--- src/rtl/multicycle_control_if.sv ---
// rtl/multicycle_control_if.sv - shared instruction/data memory handshake between sequencer and memory
interface multicycle_control_if;
  logic mem_read;
  logic mem_write;
  logic iord;
  logic mem_ready;

  modport master (
    output mem_read,
    output mem_write,
    output iord,
    input  mem_ready
  );

  modport slave (
    input  mem_read,
    input  mem_write,
    input  iord,
    output mem_ready
  );
endinterface

--- src/rtl/multicycle_control.sv ---
// rtl/multicycle_control.sv - RV32I multi-cycle Moore sequencer with traps; perf counters under MULTICYCLE_PERF_CNT_EN
module multicycle_control #(
  parameter int TIMEOUT = 15,
  parameter int CNT_W   = 16
) (
  input  logic             clk,
  input  logic             rst_n,
  input  logic [6:0]       opcode,
  input  logic             zero,
  multicycle_control_if.master mem,
  output logic             pc_write,
  output logic             pc_src,
  output logic             ir_write,
  output logic             alu_src,
  output logic [1:0]       alu_op,
  output logic             mem_to_reg,
  output logic             reg_write,
  output logic             busy,
  output logic             trap,
  output logic [1:0]       trap_cause,
  output logic [CNT_W-1:0] retire_cnt,
  output logic [CNT_W-1:0] cycle_cnt
);

  localparam logic [6:0] OP_R     = 7'b0110011;
  localparam logic [6:0] OP_I     = 7'b0010011;
  localparam logic [6:0] OP_LOAD  = 7'b0000011;
  localparam logic [6:0] OP_STORE = 7'b0100011;
  localparam logic [6:0] OP_BR    = 7'b1100011;

  localparam logic [1:0] CAUSE_NONE    = 2'b00;
  localparam logic [1:0] CAUSE_ILLEGAL = 2'b01;
  localparam logic [1:0] CAUSE_TIMEOUT = 2'b10;

  // Last wait count that may still complete; one more idle cycle past it traps.
  localparam logic [7:0] WAIT_LAST = 8'(TIMEOUT - 1);

  typedef enum logic [2:0] {
    S_IDLE,
    S_FETCH,
    S_DECODE,
    S_EXEC,
    S_MEM,
    S_WB,
    S_TRAP
  } state_t;

  state_t     state;
  state_t     next_state;
  logic [6:0] op_q;
  logic [7:0] wait_cnt;
  logic [1:0] cause_q;
  logic [1:0] next_cause;
  logic       retire;
  logic       wait_last;

  assign wait_last  = (wait_cnt == WAIT_LAST);
  assign trap_cause = cause_q;

  // State, latched opcode, trap cause and memory wait counter.
  always_ff @(posedge clk or negedge rst_n) begin
    if (!rst_n) begin
      state    <= S_IDLE;
      op_q     <= 7'd0;
      wait_cnt <= 8'd0;
      cause_q  <= CAUSE_NONE;
    end else begin
      state   <= next_state;
      cause_q <= next_cause;
      if (state == S_DECODE) begin
        op_q <= opcode;
      end
      // Any state change restarts the count, which covers entry to FETCH and MEM.
      if (next_state != state) begin
        wait_cnt <= 8'd0;
      end else if ((state == S_FETCH || state == S_MEM) && !mem.mem_ready) begin
        wait_cnt <= wait_cnt + 8'd1;
      end
    end
  end

  // Next-state and Moore control decode; only FETCH completion and branch redirect look at inputs.
  always_comb begin
    next_state    = state;
    next_cause    = cause_q;
    retire        = 1'b0;
    pc_write      = 1'b0;
    pc_src        = 1'b0;
    ir_write      = 1'b0;
    mem.iord      = 1'b0;
    alu_src       = 1'b0;
    alu_op        = 2'b00;
    mem.mem_read  = 1'b0;
    mem.mem_write = 1'b0;
    mem_to_reg    = 1'b0;
    reg_write     = 1'b0;
    busy          = 1'b0;
    trap          = 1'b0;

    case (state)
      S_IDLE: begin
        next_state = S_FETCH;
      end

      S_FETCH: begin
        busy         = 1'b1;
        mem.mem_read = 1'b1;
        if (mem.mem_ready) begin
          ir_write   = 1'b1;
          pc_write   = 1'b1;
          next_state = S_DECODE;
        end else if (wait_last) begin
          next_state = S_TRAP;
          next_cause = CAUSE_TIMEOUT;
        end
      end

      S_DECODE: begin
        busy = 1'b1;
        case (opcode)
          OP_R, OP_I, OP_LOAD, OP_STORE, OP_BR: next_state = S_EXEC;
          default: begin
            next_state = S_TRAP;
            next_cause = CAUSE_ILLEGAL;
          end
        endcase
      end

      S_EXEC: begin
        busy = 1'b1;
        case (op_q)
          OP_R: begin
            alu_op     = 2'b10;
            next_state = S_WB;
          end
          OP_I: begin
            alu_src    = 1'b1;
            alu_op     = 2'b10;
            next_state = S_WB;
          end
          OP_LOAD, OP_STORE: begin
            alu_src    = 1'b1;
            next_state = S_MEM;
          end
          OP_BR: begin
            alu_op     = 2'b01;
            pc_write   = zero;
            pc_src     = zero;
            retire     = 1'b1;
            next_state = S_FETCH;
          end
          default: begin
            // op_q only ever holds a legal opcode here; kept safe regardless.
            next_state = S_TRAP;
            next_cause = CAUSE_ILLEGAL;
          end
        endcase
      end

      S_MEM: begin
        busy     = 1'b1;
        mem.iord = 1'b1;
        if (op_q == OP_STORE) begin
          mem.mem_write = 1'b1;
        end else begin
          mem.mem_read = 1'b1;
        end
        if (mem.mem_ready) begin
          if (op_q == OP_STORE) begin
            retire     = 1'b1;
            next_state = S_FETCH;
          end else begin
            next_state = S_WB;
          end
        end else if (wait_last) begin
          next_state = S_TRAP;
          next_cause = CAUSE_TIMEOUT;
        end
      end

      S_WB: begin
        busy       = 1'b1;
        reg_write  = 1'b1;
        mem_to_reg = (op_q == OP_LOAD);
        retire     = 1'b1;
        next_state = S_FETCH;
      end

      S_TRAP: begin
        trap = 1'b1;
      end

      default: begin
        next_state = S_IDLE;
      end
    endcase
  end

`ifdef MULTICYCLE_PERF_CNT_EN
  logic [CNT_W-1:0] retire_q;
  logic [CNT_W-1:0] cycle_q;

  // Retired-instruction and busy-cycle counters, wrapping at 2^CNT_W.
  always_ff @(posedge clk or negedge rst_n) begin
    if (!rst_n) begin
      retire_q <= '0;
      cycle_q  <= '0;
    end else begin
      if (retire) begin
        retire_q <= retire_q + 1'b1;
      end
      if (busy) begin
        cycle_q <= cycle_q + 1'b1;
      end
    end
  end

  assign retire_cnt = retire_q;
  assign cycle_cnt  = cycle_q;
`else
  // Without counters the retire strobe has no consumer.
  logic retire_unused;
  assign retire_unused = retire;
  assign retire_cnt    = '0;
  assign cycle_cnt     = '0;
`endif

endmodule

--- src/flat_wrapper.sv ---
// flat-port wrapper written by rule: the top's interface ports become plain ports
module multicycle_control_flat 
#(
  parameter int TIMEOUT = 15,
  parameter int CNT_W   = 16
)
  (clk, rst_n, opcode, zero, pc_write, pc_src, ir_write, alu_src, alu_op, mem_to_reg, reg_write, busy, trap, trap_cause, retire_cnt, cycle_cnt, mem_mem_read, mem_mem_write, mem_iord, mem_mem_ready);
  multicycle_control_if mem_i ();
  input  logic clk;
  input  logic rst_n;
  input  logic [6:0] opcode;
  input  logic zero;
  output logic pc_write;
  output logic pc_src;
  output logic ir_write;
  output logic alu_src;
  output logic [1:0] alu_op;
  output logic mem_to_reg;
  output logic reg_write;
  output logic busy;
  output logic trap;
  output logic [1:0] trap_cause;
  output logic [CNT_W-1:0] retire_cnt;
  output logic [CNT_W-1:0] cycle_cnt;
  output wire logic [$bits(mem_i.mem_read)-1:0] mem_mem_read;
  output wire logic [$bits(mem_i.mem_write)-1:0] mem_mem_write;
  output wire logic [$bits(mem_i.iord)-1:0] mem_iord;
  input wire logic [$bits(mem_i.mem_ready)-1:0] mem_mem_ready;
  assign mem_mem_read = mem_i.mem_read;
  assign mem_mem_write = mem_i.mem_write;
  assign mem_iord = mem_i.iord;
  assign mem_i.mem_ready = mem_mem_ready;
  multicycle_control #(.TIMEOUT(TIMEOUT), .CNT_W(CNT_W)) u_core (.clk(clk), .rst_n(rst_n), .opcode(opcode), .zero(zero), .mem(mem_i), .pc_write(pc_write), .pc_src(pc_src), .ir_write(ir_write), .alu_src(alu_src), .alu_op(alu_op), .mem_to_reg(mem_to_reg), .reg_write(reg_write), .busy(busy), .trap(trap), .trap_cause(trap_cause), .retire_cnt(retire_cnt), .cycle_cnt(cycle_cnt));
endmodule
--- config.mk ---
export PLATFORM = sky130hd
export DESIGN_NAME = multicycle_control_flat
export DESIGN_NICKNAME = d
export VERILOG_FILES = /design/src/rtl/multicycle_control_if.sv /design/src/rtl/multicycle_control.sv /design/src/flat_wrapper.sv
export SDC_FILE = /design/constraint.sdc
export NUM_CORES = 1
export LEC_CHECK = 0
export BUFFER_PORTS_ARGS = -buffer_cell sky130_fd_sc_hd__clkbuf_2
export CORE_ASPECT_RATIO = 1.25
export CORE_MARGIN = 8
export CORE_UTILIZATION = 35
export CTS_BUF_LIST = sky130_fd_sc_hd__clkbuf_16
export CTS_CLUSTER_SIZE = 16
export DETAILED_ROUTE_END_ITERATION = 8
export HOLD_SLACK_MARGIN = 0.02
export SLEW_MARGIN = 0
export SYNTH_ARGS = -nofsm -noshare
export SYNTH_HDL_FRONTEND = slang
export SYNTH_SLANG_ARGS = --single-unit
--- constraint.sdc ---
create_clock -name clk -period 2.58 [get_ports clk]
set_input_delay 0.516 -clock clk [delete_from_list [all_inputs] [get_ports clk]]
set_output_delay 0.516 -clock clk [all_outputs]
set_load 0.02 [all_outputs]
Word-level counts from Yosys, hierarchy flattened
Index checks and enable logic that the tools add are counted.
Operators by class
  reduce and logical (&&, ||, !) cells: 15
  eq/ne operators: 22
  $add $sub $neg: 1
  multiplexer cells: 32
Operators by type and width (number)
  equality test 7 x 6 -> 1 bit (second input constant): 4
  one-hot mux 3 bit (6 select lines): 1
  two-way mux 8 bit: 2
  two-way mux 3 bit: 5
  OR reduction 5 bit: 3
  equality test 7 x 2 -> 1 bit (second input constant): 2
  equality test 7 x 5 -> 1 bit (second input constant): 2
  equality test 7 bit (second input constant): 2
  two-way mux 1 bit: 14
  two-way mux 2 bit: 5
  equality test 3 bit (second input constant): 3
  one-hot mux 3 bit (3 select lines): 1
  adder 8 x 1 -> 8 bit (second input constant): 1
  equality test 8 x 4 -> 1 bit (second input constant): 1
  OR reduction 2 bit: 4
  equality test 3 x 2 -> 1 bit (second input constant): 2
  inequality test 2 bit (second input constant): 3
  one-hot mux 2 bit (3 select lines): 1
  AND reduction 5 bit: 1
  one-hot mux 1 bit (2 select lines): 2
  one-hot mux 2 bit (2 select lines): 1
  equality test 3 x 1 -> 1 bit (second input constant): 1
  zero test 3 bit: 1
  inequality test 3 bit: 1
  other kinds (7): 7
Storage, ports and cells
  output and inout bits: 47
  logic and storage cells: 74
  register bits: 20

Logic depth before layout (Yosys ltp)
Gate-level depths: netlist (run 1).
  word-level depth: 6
  depth in mapped cells: 7

Worst setup path after synthesis (run 1)
OpenSTA, ideal clock, no wires.
  path kind: reg2out
  from: register u_core.state[0]
  to: output pc_write
  cell stages (with the launch flop): 6
  arrival: 1.787 ns
  buffers on the path: 1
  setup slack: 0.277 ns
  data required time: 2.064 ns
  cell sequence: dfrtp_1 > buf_2 > nand3b_1 > nor3_1 > and2_1 > or2_2
On the way
  word-level cells in the longest chain between the ends: 2
  elaborated cells between the ends (all ways): 3
  classes of those cells: eq/ne: 2; mux: 1
Ends and longest elaborated chain
  start: declaration: RTL line multicycle_control.sv:48  | state_t state;
  start signal: assignment: RTL line multicycle_control.sv:68  | state <= next_state;
  equality test 3 x 2 -> 1 bit / equality test 3 x 1 -> 1 bit (equally long branches): RTL line multicycle_control.sv:100  | case (state)
  one-hot mux 1 bit (2 select lines) *: RTL line multicycle_control.sv:100
  end: declaration: RTL line flat_wrapper.sv:13  | output logic pc_write;
Every way passes the cells marked *; elsewhere a longest branch is shown, timed or not.

Final worst setup path (run 1)
  from: register u_core.state[2]
  to: output pc_write
The elaborated chain is that of the path after synthesis.

==> flow_metrics.py, run 1 <==
metrics = {
    "status": {
        "outcome": "complete, no violations",
    },
    "synthesis": {
        "mappedNetlistArea_sq_um": 1600,
        "syn_inst": 177,
        "synth.cells.most_frequent": "32 x sky130_fd_sc_hd__buf_4, 20 x sky130_fd_sc_hd__dfrtp_1, 9 x sky130_fd_sc_hd__nand2_1",
        "synthMostInstantiatedCell": "sky130_fd_sc_hd__buf_4",
        "area_share_of_the_largest_cell_type_after_synthesis_pct": 31.3,
        "count_of_unique_library_cells_instantiated_by_yosys": 44,
        "sequential_cell_area_fraction_in_the_yosys_report_pct": 31.3,
        "synth-edff-count": 0,
        "synth.yosys.warnings": 0,
        "dominantRegCellSynth": "sky130_fd_sc_hd__dfrtp_1",
        "postSynthRegisterBits": 20,
        "synth_area_per_cell_sq_um": 9.03,
        "yosysTopAreaCell": "sky130_fd_sc_hd__dfrtp_1",
        "postSynth.asyncResetShare_pct": 100,
        "ys_top_cells_by_area": "sky130_fd_sc_hd__dfrtp_1 31%, sky130_fd_sc_hd__buf_4 15%, sky130_fd_sc_hd__mux2_2 4.9%",
    },
    "place": {
        "port_buffers": 25,
        "dp_hpwl_um": 2730,
        "place.detailed.instances": 255,
        "gp_congestion": 0.756,
        "setup_slack_at_placement_ps": 541,
    },
    "grt": {
        "antenna_found_initial": 0,
        "largest_net_degree_at_the_start_of_global_routing": 21,
        "global_route_wire_length_before_repair_um": 5870,
        "gr-usage-all-layers_pct": 9.69,
        "gr-total-overflow": 0,
        "grt_pass1_vias": 1306,
    },
    "timing": {
        "post-route-worst-setup-slack_ps": 243,
        "grt_setup_unrepaired": "no",
        "clock_skew_ps": 6.81,
        "totalNegativeSetupSlack_ps": 0,
        "tightestPinTransition_ps": 595,
        "timing_max_transition_violations_final": 0,
        "fin_crit_ps": 2340,
        "max_freq_mhz": 428,
        "finalHoldViolCount": 0,
        "max_slew_margin_pct": 60.3,
        "min_period_over_period_pct": 90.6,
        "setup-violations-final": 0,
    },
    "floorplan": {
        "fp.dieArea_sq_um": 7000,
        "die_w_um": 76.5,
        "core.rowCount": 27,
        "num_io_pins": 58,
        "initial_utilization_pct": 36.4,
        "die_y_um": 91.6,
        "design.core.area_sq_um": 4390,
    },
    "layout": {
        "n_fill_cell": 479,
        "area_growth_syn_to_layout_pct": 10.7,
        "nNetsFinal": 215,
        "insertedDiodeCount": 0,
        "seqCellArea_sq_um": 500,
        "fin_cells": 259,
        "finalCoreUtilization_pct": 40.3,
        "drive_gt1_share_pct": 24.4,
        "multiInputGateArea_sq_um": 941,
    },
    "hold_path": {
        "holdCritPathClass": "in -> async",
    },
    "drt": {
        "route.antenna.remaining_nets": 0,
        "detail_route.vias_per_cell": 4.75,
        "routed-via-count": 1231,
        "routed_wl_um": 3430,
        "drt_first_pass_iters": 4,
        "avgRoutedWirePerCell_um": 13.3,
        "drc": 0,
        "1st_iter_drt_viols": 29,
    },
    "worst_setup_path": {
        "critical_path_class": "reg -> out",
        "timing.critical_path.slowest_stage_cell": "sky130_fd_sc_hd__dfrtp_1",
        "reg2reg_setup_slack_ps": 570,
        "ff_to_ff_path_depth": 5,
        "crit-reg2reg-capture": "u_core.wait_cnt[3]$_DFFE_PN0P_",
        "critical_path.cell_chain": "nand3b_1, nor3_1, and2_1, or2_2, clkbuf_2",
        "critical_path_fanouts_max": 20,
        "r2r_start": "u_core.state[1]$_DFF_PN0_",
        "worst_path_largest_cell_delay_ps": 690,
        "timing.critical_path.from_type": "register",
        "worst_setup_ep_type": "primary output",
        "crit_arrival_ps": 1820,
        "critical_path_rt_ps": 2060,
    },
    "cts": {
        "ctsHoldBuffers": 0,
        "clk_path_buf_depth": 2,
        "htreeDepth": 1,
        "cts_made_buffers": 3,
        "tritoncts_clock_tree": "built",
        "clk_pin_slew_ps": 60,
        "worstSkewPairLatency_ps": 260,
        "cts_sinks": 20,
        "cts_resized": 0,
        "post_cts_buffers": 0,
        "clockRootBuffer": "sky130_fd_sc_hd__clkbuf_16",
    },
    "pwr": {
        "peakVddDrop_uv": 666,
        "power.density_cell_area_nw_per_um2": 817,
        "cellLeakagePower_uw": 0.000834,
    },
    "run": {
        "max-cap-violations": 0,
    },
}
[logic make-up after synthesis]
kind of cell    after synthesis  share of synthesized area, %
compound gates               26                          11.4
buf+inv                      40                          17.1
fa+ha+maj                     2                          1.56
flops                        20                          31.3
xor+xnor                      8                          4.38
other cells                   1                         0.235
simple gates                 73                          29.0
mux                           7                          4.93
[where the power goes]
group	internal [uW]	total [uW]	switching, uW
registers	396	535	139
logic	226	489	263
clock network	308	424	116
total	929	1450	518
[cells in the final DEF (no fill, tap or decap), types with 5 or more instances in the layout]
cell                       netlist  routed
sky130_fd_sc_hd__a21oi_1         8       8
sky130_fd_sc_hd__nor4_1          6       6
sky130_fd_sc_hd__o21ai_0         5       5
sky130_fd_sc_hd__nand2b_1        7       7
sky130_fd_sc_hd__nand2_1         9       9
sky130_fd_sc_hd__conb_1          1      32
sky130_fd_sc_hd__mux2_2          7       7
sky130_fd_sc_hd__xor2_1          6       6
sky130_fd_sc_hd__nand4_1         5       5
sky130_fd_sc_hd__dfrtp_1        20      20
sky130_fd_sc_hd__clkbuf_2        0      25
sky130_fd_sc_hd__nor3_1          6       6
sky130_fd_sc_hd__nor2_1          7       7
[routing by layer]
metal / wire [um] / track usage, % / up-vias / share of wire, %
li1: - / - / 609 / -
met1: 1450 / 10.3 / 576 / 42
met2: 1700 / 17.4 / 41 / 50
met3: 236 / 3.06 / 5 / 6.9
met4: 44 / 3.54 / 0 / 1.3
met5: 0 / 0 / - / 0
[worst max-delay path, delay by kind of cell, from the launching register on]
family,cells,cell delay (ps)
buffers and inverters,1,160
AND/OR/NAND/NOR,4,720
flip-flops,1,690
[final cells by class]
class                           count  share of cell area [%]
Timing Repair Buffer               28                    8.34
Multi-Input combinational cell    148                    53.1
Sequential cell                    20                    28.3
Inverter                            1                   0.212
Clock inverter                      1                    1.70
Tap cell                           58                    4.10
Clock buffer                        3                    4.24
[flip-flops by register name (all words and copies together) (netlist names)]
signal,count
u_core.wait_cnt,8
u_core.trap_cause,2
u_core.state,3
u_core.op_q,7
[worst max path at each step]
stage                               from  cells after the start       end  slack (ps)
4_1_cts        u_core.state[1]$_DFF_PN0_                      5  pc_write         260
6_report       u_core.state[2]$_DFF_PN0_                      5  pc_write         240
3_3_place_gp   u_core.state[1]$_DFF_PN0_                      5  pc_write         520
5_1_grt        u_core.state[1]$_DFF_PN0_                      5  pc_write         100
2_1_floorplan  u_core.state[0]$_DFF_PN0_                      5  pc_write         280
3_5_place_dp   u_core.state[1]$_DFF_PN0_                      5  pc_write         540
[per-stage QoR]
step | hold slack (ps) | area, sq um | total power (uW)
finish | 211 | 1770 | 1450
global route | 251 | 1770 | 1540
CTS | 233 | 1770 | 1460
detailed placement | 499 | 1670 | 1030
global placement | 490 | 1670 | 1030
floorplan | 220 | 1720 | 943
Note: power is estimated with default switching activity, not from simulation.
==> run 2: changes to the inputs <==
--- a/config.mk
+++ b/config.mk
@@ -6,13 +6,13 @@
 export NUM_CORES = 1
 export LEC_CHECK = 0
 export BUFFER_PORTS_ARGS = -buffer_cell sky130_fd_sc_hd__clkbuf_2
-export CORE_ASPECT_RATIO = 1.25
 export CORE_MARGIN = 8
 export CORE_UTILIZATION = 35
 export CTS_BUF_LIST = sky130_fd_sc_hd__clkbuf_16
 export CTS_CLUSTER_SIZE = 16
 export DETAILED_ROUTE_END_ITERATION = 8
 export HOLD_SLACK_MARGIN = 0.02
+export PLACE_DENSITY_LB_ADDON = 0.05
 export SLEW_MARGIN = 0
 export SYNTH_ARGS = -nofsm -noshare
 export SYNTH_HDL_FRONTEND = slang
==> run 2 against run 1 <==
Effect of this change: routed wire length grew 7.4%; register-to-register slack worse by 30 ps; maximum frequency decreased by 0.54%; cell count shrank 1.9%; clock power is 23% lower; largest cell class unchanged.
==> flow_metrics.py, run 2 (synthesis gave the netlist of run 1 again) <==
metrics = {
    "status": {
        "outcome": "complete, no violations",
    },
    "grt": {
        "antenna_found_initial": 0,
        "largest_net_degree_at_the_start_of_global_routing": 21,
        "gr-total-overflow": 0,
        "global_route_wire_length_before_repair_um": 6360,
        "gr-usage-all-layers_pct": 10.6,
        "grt_pass1_vias": 1275,
    },
    "timing": {
        "fin_crit_ps": 2350,
        "timing_max_transition_violations_final": 0,
        "max_slew_margin_pct": 62.7,
        "tightestPinTransition_ps": 559,
        "grt_setup_unrepaired": "no",
        "min_period_over_period_pct": 91.1,
        "totalNegativeSetupSlack_ps": 0,
        "max_freq_mhz": 426,
        "clock_skew_ps": 3.32,
        "finalHoldViolCount": 0,
        "setup-violations-final": 0,
    },
    "floorplan": {
        "core.rowCount": 24,
        "design.core.area_sq_um": 4380,
        "die_w_um": 83.6,
        "fp.dieArea_sq_um": 6990,
        "num_io_pins": 58,
        "initial_utilization_pct": 36.5,
        "die_y_um": 83.6,
    },
    "layout": {
        "largest-register": "u_core.wait_cnt",
        "final_cell_area_sq_um": 1750,
        "n_fill_cell": 433,
        "layout.cells.most_common_list": "32 x sky130_fd_sc_hd__conb_1, 25 x sky130_fd_sc_hd__clkbuf_2, 19 x sky130_fd_sc_hd__dfrtp_1",
        "area_growth_syn_to_layout_pct": 9.15,
        "insertedDiodeCount": 0,
        "fin_cells": 254,
        "most_common_library_cell_in_the_layout_ignoring_fill_and_taps": "sky130_fd_sc_hd__conb_1",
        "drive_gt1_share_pct": 24.8,
        "top_regs": "u_core.wait_cnt x8, u_core.op_q x7, u_core.state x3",
        "finalCoreUtilization_pct": 39.8,
        "largest_register_ffs": 8,
        "nNetsFinal": 216,
    },
    "cts": {
        "cts_made_buffers": 3,
        "clk_pin_slew_ps": 60,
        "ctsHoldBuffers": 0,
        "clk_path_buf_depth": 2,
        "worstSkewPairLatency_ps": 250,
        "htreeDepth": 1,
        "tritoncts_clock_tree": "built",
        "cts_sinks": 20,
        "clockRootBuffer": "sky130_fd_sc_hd__clkbuf_16",
    },
    "pwr": {
        "report.power.total_uw": 1360,
        "cellLeakagePower_uw": 0.000826,
        "peakVddDrop_uv": 331,
        "power.density_cell_area_nw_per_um2": 779,
    },
    "place": {
        "gp_congestion": 0.825,
        "placed_area_sq_um": 1670,
        "dp_hpwl_um": 2850,
        "port_buffers": 25,
        "place.detailed.instances": 250,
    },
    "drt": {
        "routed-via-count": 1251,
        "1st_iter_drt_viols": 89,
        "route.antenna.remaining_nets": 0,
        "routed_wl_um": 3690,
        "drt_first_pass_iters": 4,
        "drc": 0,
        "detail_route.vias_per_cell": 4.93,
        "avgRoutedWirePerCell_um": 14.5,
    },
    "worst_setup_path": {
        "crit_arrival_ps": 1830,
        "worst_path_largest_cell_delay_ps": 690,
        "critical_path.cell_chain": "nand3b_1, nor3_1, and2_1, or2_2, clkbuf_2",
        "worst_setup_ep_type": "primary output",
        "critPathTopFamily": "simple AND/OR/NAND/NOR gates",
        "timing.critical_path.slowest_stage_cell": "sky130_fd_sc_hd__dfrtp_1",
        "critical_path_rt_ps": 2060,
        "critical_path_fanouts_max": 20,
        "worst-path-buf-inv": 1,
        "critical_path_class": "reg -> out",
        "timing.critical_path.from_type": "register",
    },
    "run": {
        "max-cap-violations": 0,
    },
    "hold_path": {
        "holdCritPathClass": "in -> async",
    },
}
==> run 2: cell count changes in the layout (fill, tap and decap cells not counted) <==
cell                        before  now
sky130_fd_sc_hd__clkinv_1        0    1
sky130_fd_sc_hd__buf_4           3    4
sky130_fd_sc_hd__dfrtp_1        20   19
sky130_fd_sc_hd__bufinv_16       1    0
sky130_fd_sc_hd__dfrtp_2         0    1
==> run 2: layout make-up <==
class / instances / area (sq um) / area share [%]
clock buffer: 3 / 75.1 / 4.30
clock inverter: 1 / 3.75 / 0.215
inverter: 1 / 3.75 / 0.215
multi-input combinational: 148 / 941 / 53.9
sequential: 20 / 502 / 28.7
tap: 52 / 65.1 / 3.73
timing repair buffer: 29 / 155 / 8.89
==> run 2: per-layer routing <==
layer  routed length, um  part of all wire (%)  track usage (%)
met3                 352                   9.5             4.88
met4                  31                  0.84             2.35
met1                1770                    48             13.8
met5                   0                     0                0
met2                1530                    42             15.5
==> run 2: final timing paths <==
| path | start | end | slack (ps) | cells past startpoint |
|---|---|---|---|---|
| max | u_core.state[2]$_DFF_PN0_ | pc_write | 230 | 5 |
| min | rst_n | u_core.op_q[5]$_DFFE_PN0P_ | 230 | 1 |
| max reg2reg | u_core.state[2]$_DFF_PN0_ | u_core.wait_cnt[2]$_DFFE_PN0P_ | 540 | 5 |
| min reg2reg | u_core.trap_cause[0]$_DFFE_PN0P_ | u_core.trap_cause[0]$_DFFE_PN0P_ | 510 | 1 |
| max in group asynchronous | rst_n | u_core.state[1]$_DFF_PN0_ | 1970 | 1 |
| min in group clk | opcode[4] | u_core.op_q[4]$_DFFE_PN0P_ | 510 | 2 |
==> run 2: per-stage QoR <==
stage	worst slack, ps	hold WS [ps]
2_1_floorplan	277	220
3_3_place_gp	500	493
3_5_place_dp	436	499
4_1_cts	156	247
5_1_grt	86.7	278
6_report	230	231
==> run 2: worst reg2reg max path, cell delays in order, from the launching register on <==
cell and delay, ps:
sky130_fd_sc_hd__dfrtp_1 690, sky130_fd_sc_hd__nor3b_1 450, sky130_fd_sc_hd__nand2_1 100, sky130_fd_sc_hd__a21o_1 220
sky130_fd_sc_hd__a32oi_4 320, sky130_fd_sc_hd__nor4_1 110
==> run 2: repair_timing <==
action,in CTS,in global routing
gates resized for setup,0,1
setup buffers,0,0
setup endpoints to repair,0,1
==> run 2: power by group <==
| part | internal (uW) | switching (uW) | leakage (uW) | total (uW) |
|---|---|---|---|---|
| Sequential | 397 | 145 | 0.000248 | 541 |
| Clock | 207 | 119 | 0.0000385 | 325 |
| Combinational | 226 | 267 | 0.000540 | 493 |
| Total | 829 | 530 | 0.000826 | 1360 |
==> run 3: changes to the inputs <==
--- a/config.mk
+++ b/config.mk
@@ -5,7 +5,7 @@
 export SDC_FILE = /design/constraint.sdc
 export NUM_CORES = 1
 export LEC_CHECK = 0
-export BUFFER_PORTS_ARGS = -buffer_cell sky130_fd_sc_hd__clkbuf_2
+export BUFFER_PORTS_ARGS = -buffer_cell sky130_fd_sc_hd__buf_2
 export CORE_MARGIN = 8
 export CORE_UTILIZATION = 35
 export CTS_BUF_LIST = sky130_fd_sc_hd__clkbuf_16
==> run 3 against run 2 <==
Effect of this change: utilization shrank 0.11 points; clock skew grew 1.5 ps; register-to-register slack is essentially flat; critical path type unchanged; largest power group unchanged.
==> flow_metrics.py, run 3 (synthesis gave the netlist of run 1 again) <==
metrics = {
    "status": {
        "outcome": "complete, no violations",
    },
    "layout": {
        "multiInputGateArea_sq_um": 941,
        "top_regs": "u_core.wait_cnt x8, u_core.op_q x7, u_core.state x3",
        "largest-register": "u_core.wait_cnt",
        "area_growth_syn_to_layout_pct": 8.84,
        "seqCellArea_sq_um": 500,
        "n_fill_cell": 450,
        "insertedDiodeCount": 0,
        "most_common_library_cell_in_the_layout_ignoring_fill_and_taps": "sky130_fd_sc_hd__conb_1",
        "drive_gt1_share_pct": 24.4,
        "layout.cells.most_common_list": "32 x sky130_fd_sc_hd__conb_1, 25 x sky130_fd_sc_hd__buf_2, 20 x sky130_fd_sc_hd__dfrtp_1",
        "largest_register_ffs": 8,
        "nNetsFinal": 216,
    },
    "cts": {
        "clk_path_buf_depth": 2,
        "worstSkewPairLatency_ps": 260,
        "ctsHoldBuffers": 0,
        "htreeDepth": 1,
        "cts_made_buffers": 3,
        "clk_pin_slew_ps": 60,
        "cts_resized": 0,
        "post_cts_buffers": 0,
        "tritoncts_clock_tree": "built",
        "clockRootBuffer": "sky130_fd_sc_hd__clkbuf_16",
        "cts_sinks": 20,
    },
    "timing": {
        "min_period_over_period_pct": 93.0,
        "max_freq_mhz": 417,
        "finalHoldViolCount": 0,
        "tightestPinTransition_ps": 611,
        "setup-violations-final": 0,
        "max_slew_margin_pct": 59.2,
        "grt_setup_unrepaired": "no",
        "timing_max_transition_violations_final": 0,
        "clock_skew_ps": 4.82,
        "totalNegativeSetupSlack_ps": 0,
        "fin_crit_ps": 2400,
    },
    "worst_setup_path": {
        "worst_path_largest_cell_delay_ps": 730,
        "timing.critical_path.from_type": "register",
        "crit_arrival_ps": 1880,
        "timing.critical_path.slowest_stage_cell": "sky130_fd_sc_hd__dfrtp_1",
        "worst_setup_ep_type": "primary output",
        "critical_path.cell_chain": "nand3b_1, nor3_1, and2_1, or2_2, buf_2",
        "critical_path_fanouts_max": 20,
        "critical_path_class": "reg -> out",
        "critical_path_rt_ps": 2060,
    },
    "drt": {
        "avgRoutedWirePerCell_um": 15.3,
        "routed_wl_um": 3870,
        "detail_route.vias_per_cell": 5.05,
        "drc": 0,
        "route.antenna.remaining_nets": 0,
        "routed-via-count": 1277,
        "1st_iter_drt_viols": 103,
        "drt_first_pass_iters": 4,
    },
    "floorplan": {
        "die_y_um": 83.6,
        "initial_utilization_pct": 36.5,
        "fp.dieArea_sq_um": 6990,
        "design.core.area_sq_um": 4380,
        "num_io_pins": 58,
        "core.rowCount": 24,
        "die_w_um": 83.6,
    },
    "grt": {
        "antenna_found_initial": 0,
        "grt_pass1_vias": 1321,
        "gr-usage-all-layers_pct": 10.9,
        "global_route_wire_length_before_repair_um": 6500,
        "largest_net_degree_at_the_start_of_global_routing": 21,
        "gr-total-overflow": 0,
    },
    "hold_path": {
        "holdCritPathClass": "in -> async",
    },
    "pwr": {
        "sw_frac_of_total_pct": 39.1,
        "switchingPower_uw": 532,
        "p_int_uw": 827,
        "power_frac_seq_pct": 40.0,
        "peakVddDrop_uv": 381,
        "power.density_cell_area_nw_per_um2": 781,
        "report.power.total_uw": 1360,
        "cellLeakagePower_uw": 0.000832,
        "power_frac_clock_pct": 23.5,
        "power.combinational.fraction_pct": 36.5,
    },
    "place": {
        "gp_congestion": 0.844,
        "port_buffers": 25,
        "dp_hpwl_um": 2980,
    },
    "run": {
        "max-cap-violations": 0,
    },
}
-- run 3: worst paths after layout --
path                                                       start                          endpoint  slack (ps)  depth (start not counted)
worst max-delay path                   u_core.state[1]$_DFF_PN0_                          pc_write         180                          5
max in group asynchronous                                  rst_n    u_core.wait_cnt[6]$_DFFE_PN0P_        2030                          1
worst min-delay path                                       rst_n        u_core.op_q[4]$_DFFE_PN0P_         210                          1
min in group clk                                       opcode[1]        u_core.op_q[1]$_DFFE_PN0P_         510                          2
worst max register to register         u_core.state[2]$_DFF_PN0_    u_core.wait_cnt[0]$_DFFE_PN0P_         540                          5
worst min register to register  u_core.trap_cause[0]$_DFFE_PN0P_  u_core.trap_cause[0]$_DFFE_PN0P_         510                          1
-- run 3: worst max-delay path: cells and delay by family (launching register included) --
family	cells	cell delay [ps]
buf+inv	1	150
simple gates	4	760
flops	1	730
-- run 3: through the flow --
step	instance area (sq um)	hold slack [ps]	cells	util (%)	worst slack, ps
CTS	1740	230	253	39.7	184
global route	1740	249	253	39.7	9.53
floorplan	1720	220	208	-	277
detailed placement	1670	502	250	38.0	456
global placement	1670	491	250	38.0	505
finish	1740	214	253	39.7	181
-- run 3: area by class of cell --
type | instances | area share [%]
multi-input cells | 148 | 54.1
flip-flops and latches | 20 | 28.8
repair buffers | 29 | 8.91
clock buffers | 3 | 4.31
well taps | 52 | 3.74
inverters | 1 | 0.216
-- run 3: power groups by stage --
stage | Sequential [uW] | Combinational [uW] | Clock, uW
final | 544 | 496 | 319
after floorplan | 470 | 473 | 0
after detailed placement | 547 | 499 | 0
after global routing | 565 | 548 | 341
after CTS | 541 | 501 | 325
after global placement | 542 | 491 | 0
-- run 3: layer usage --
metal / global-route usage, % / vias to the layer above / part of all wire, %
met4: 3.30 / 0 / 1.0
li1: - / 613 / -
met5: 0 / - / 0
met1: 13.9 / 608 / 48
met2: 16.1 / 52 / 43
met3: 4.88 / 4 / 8.4
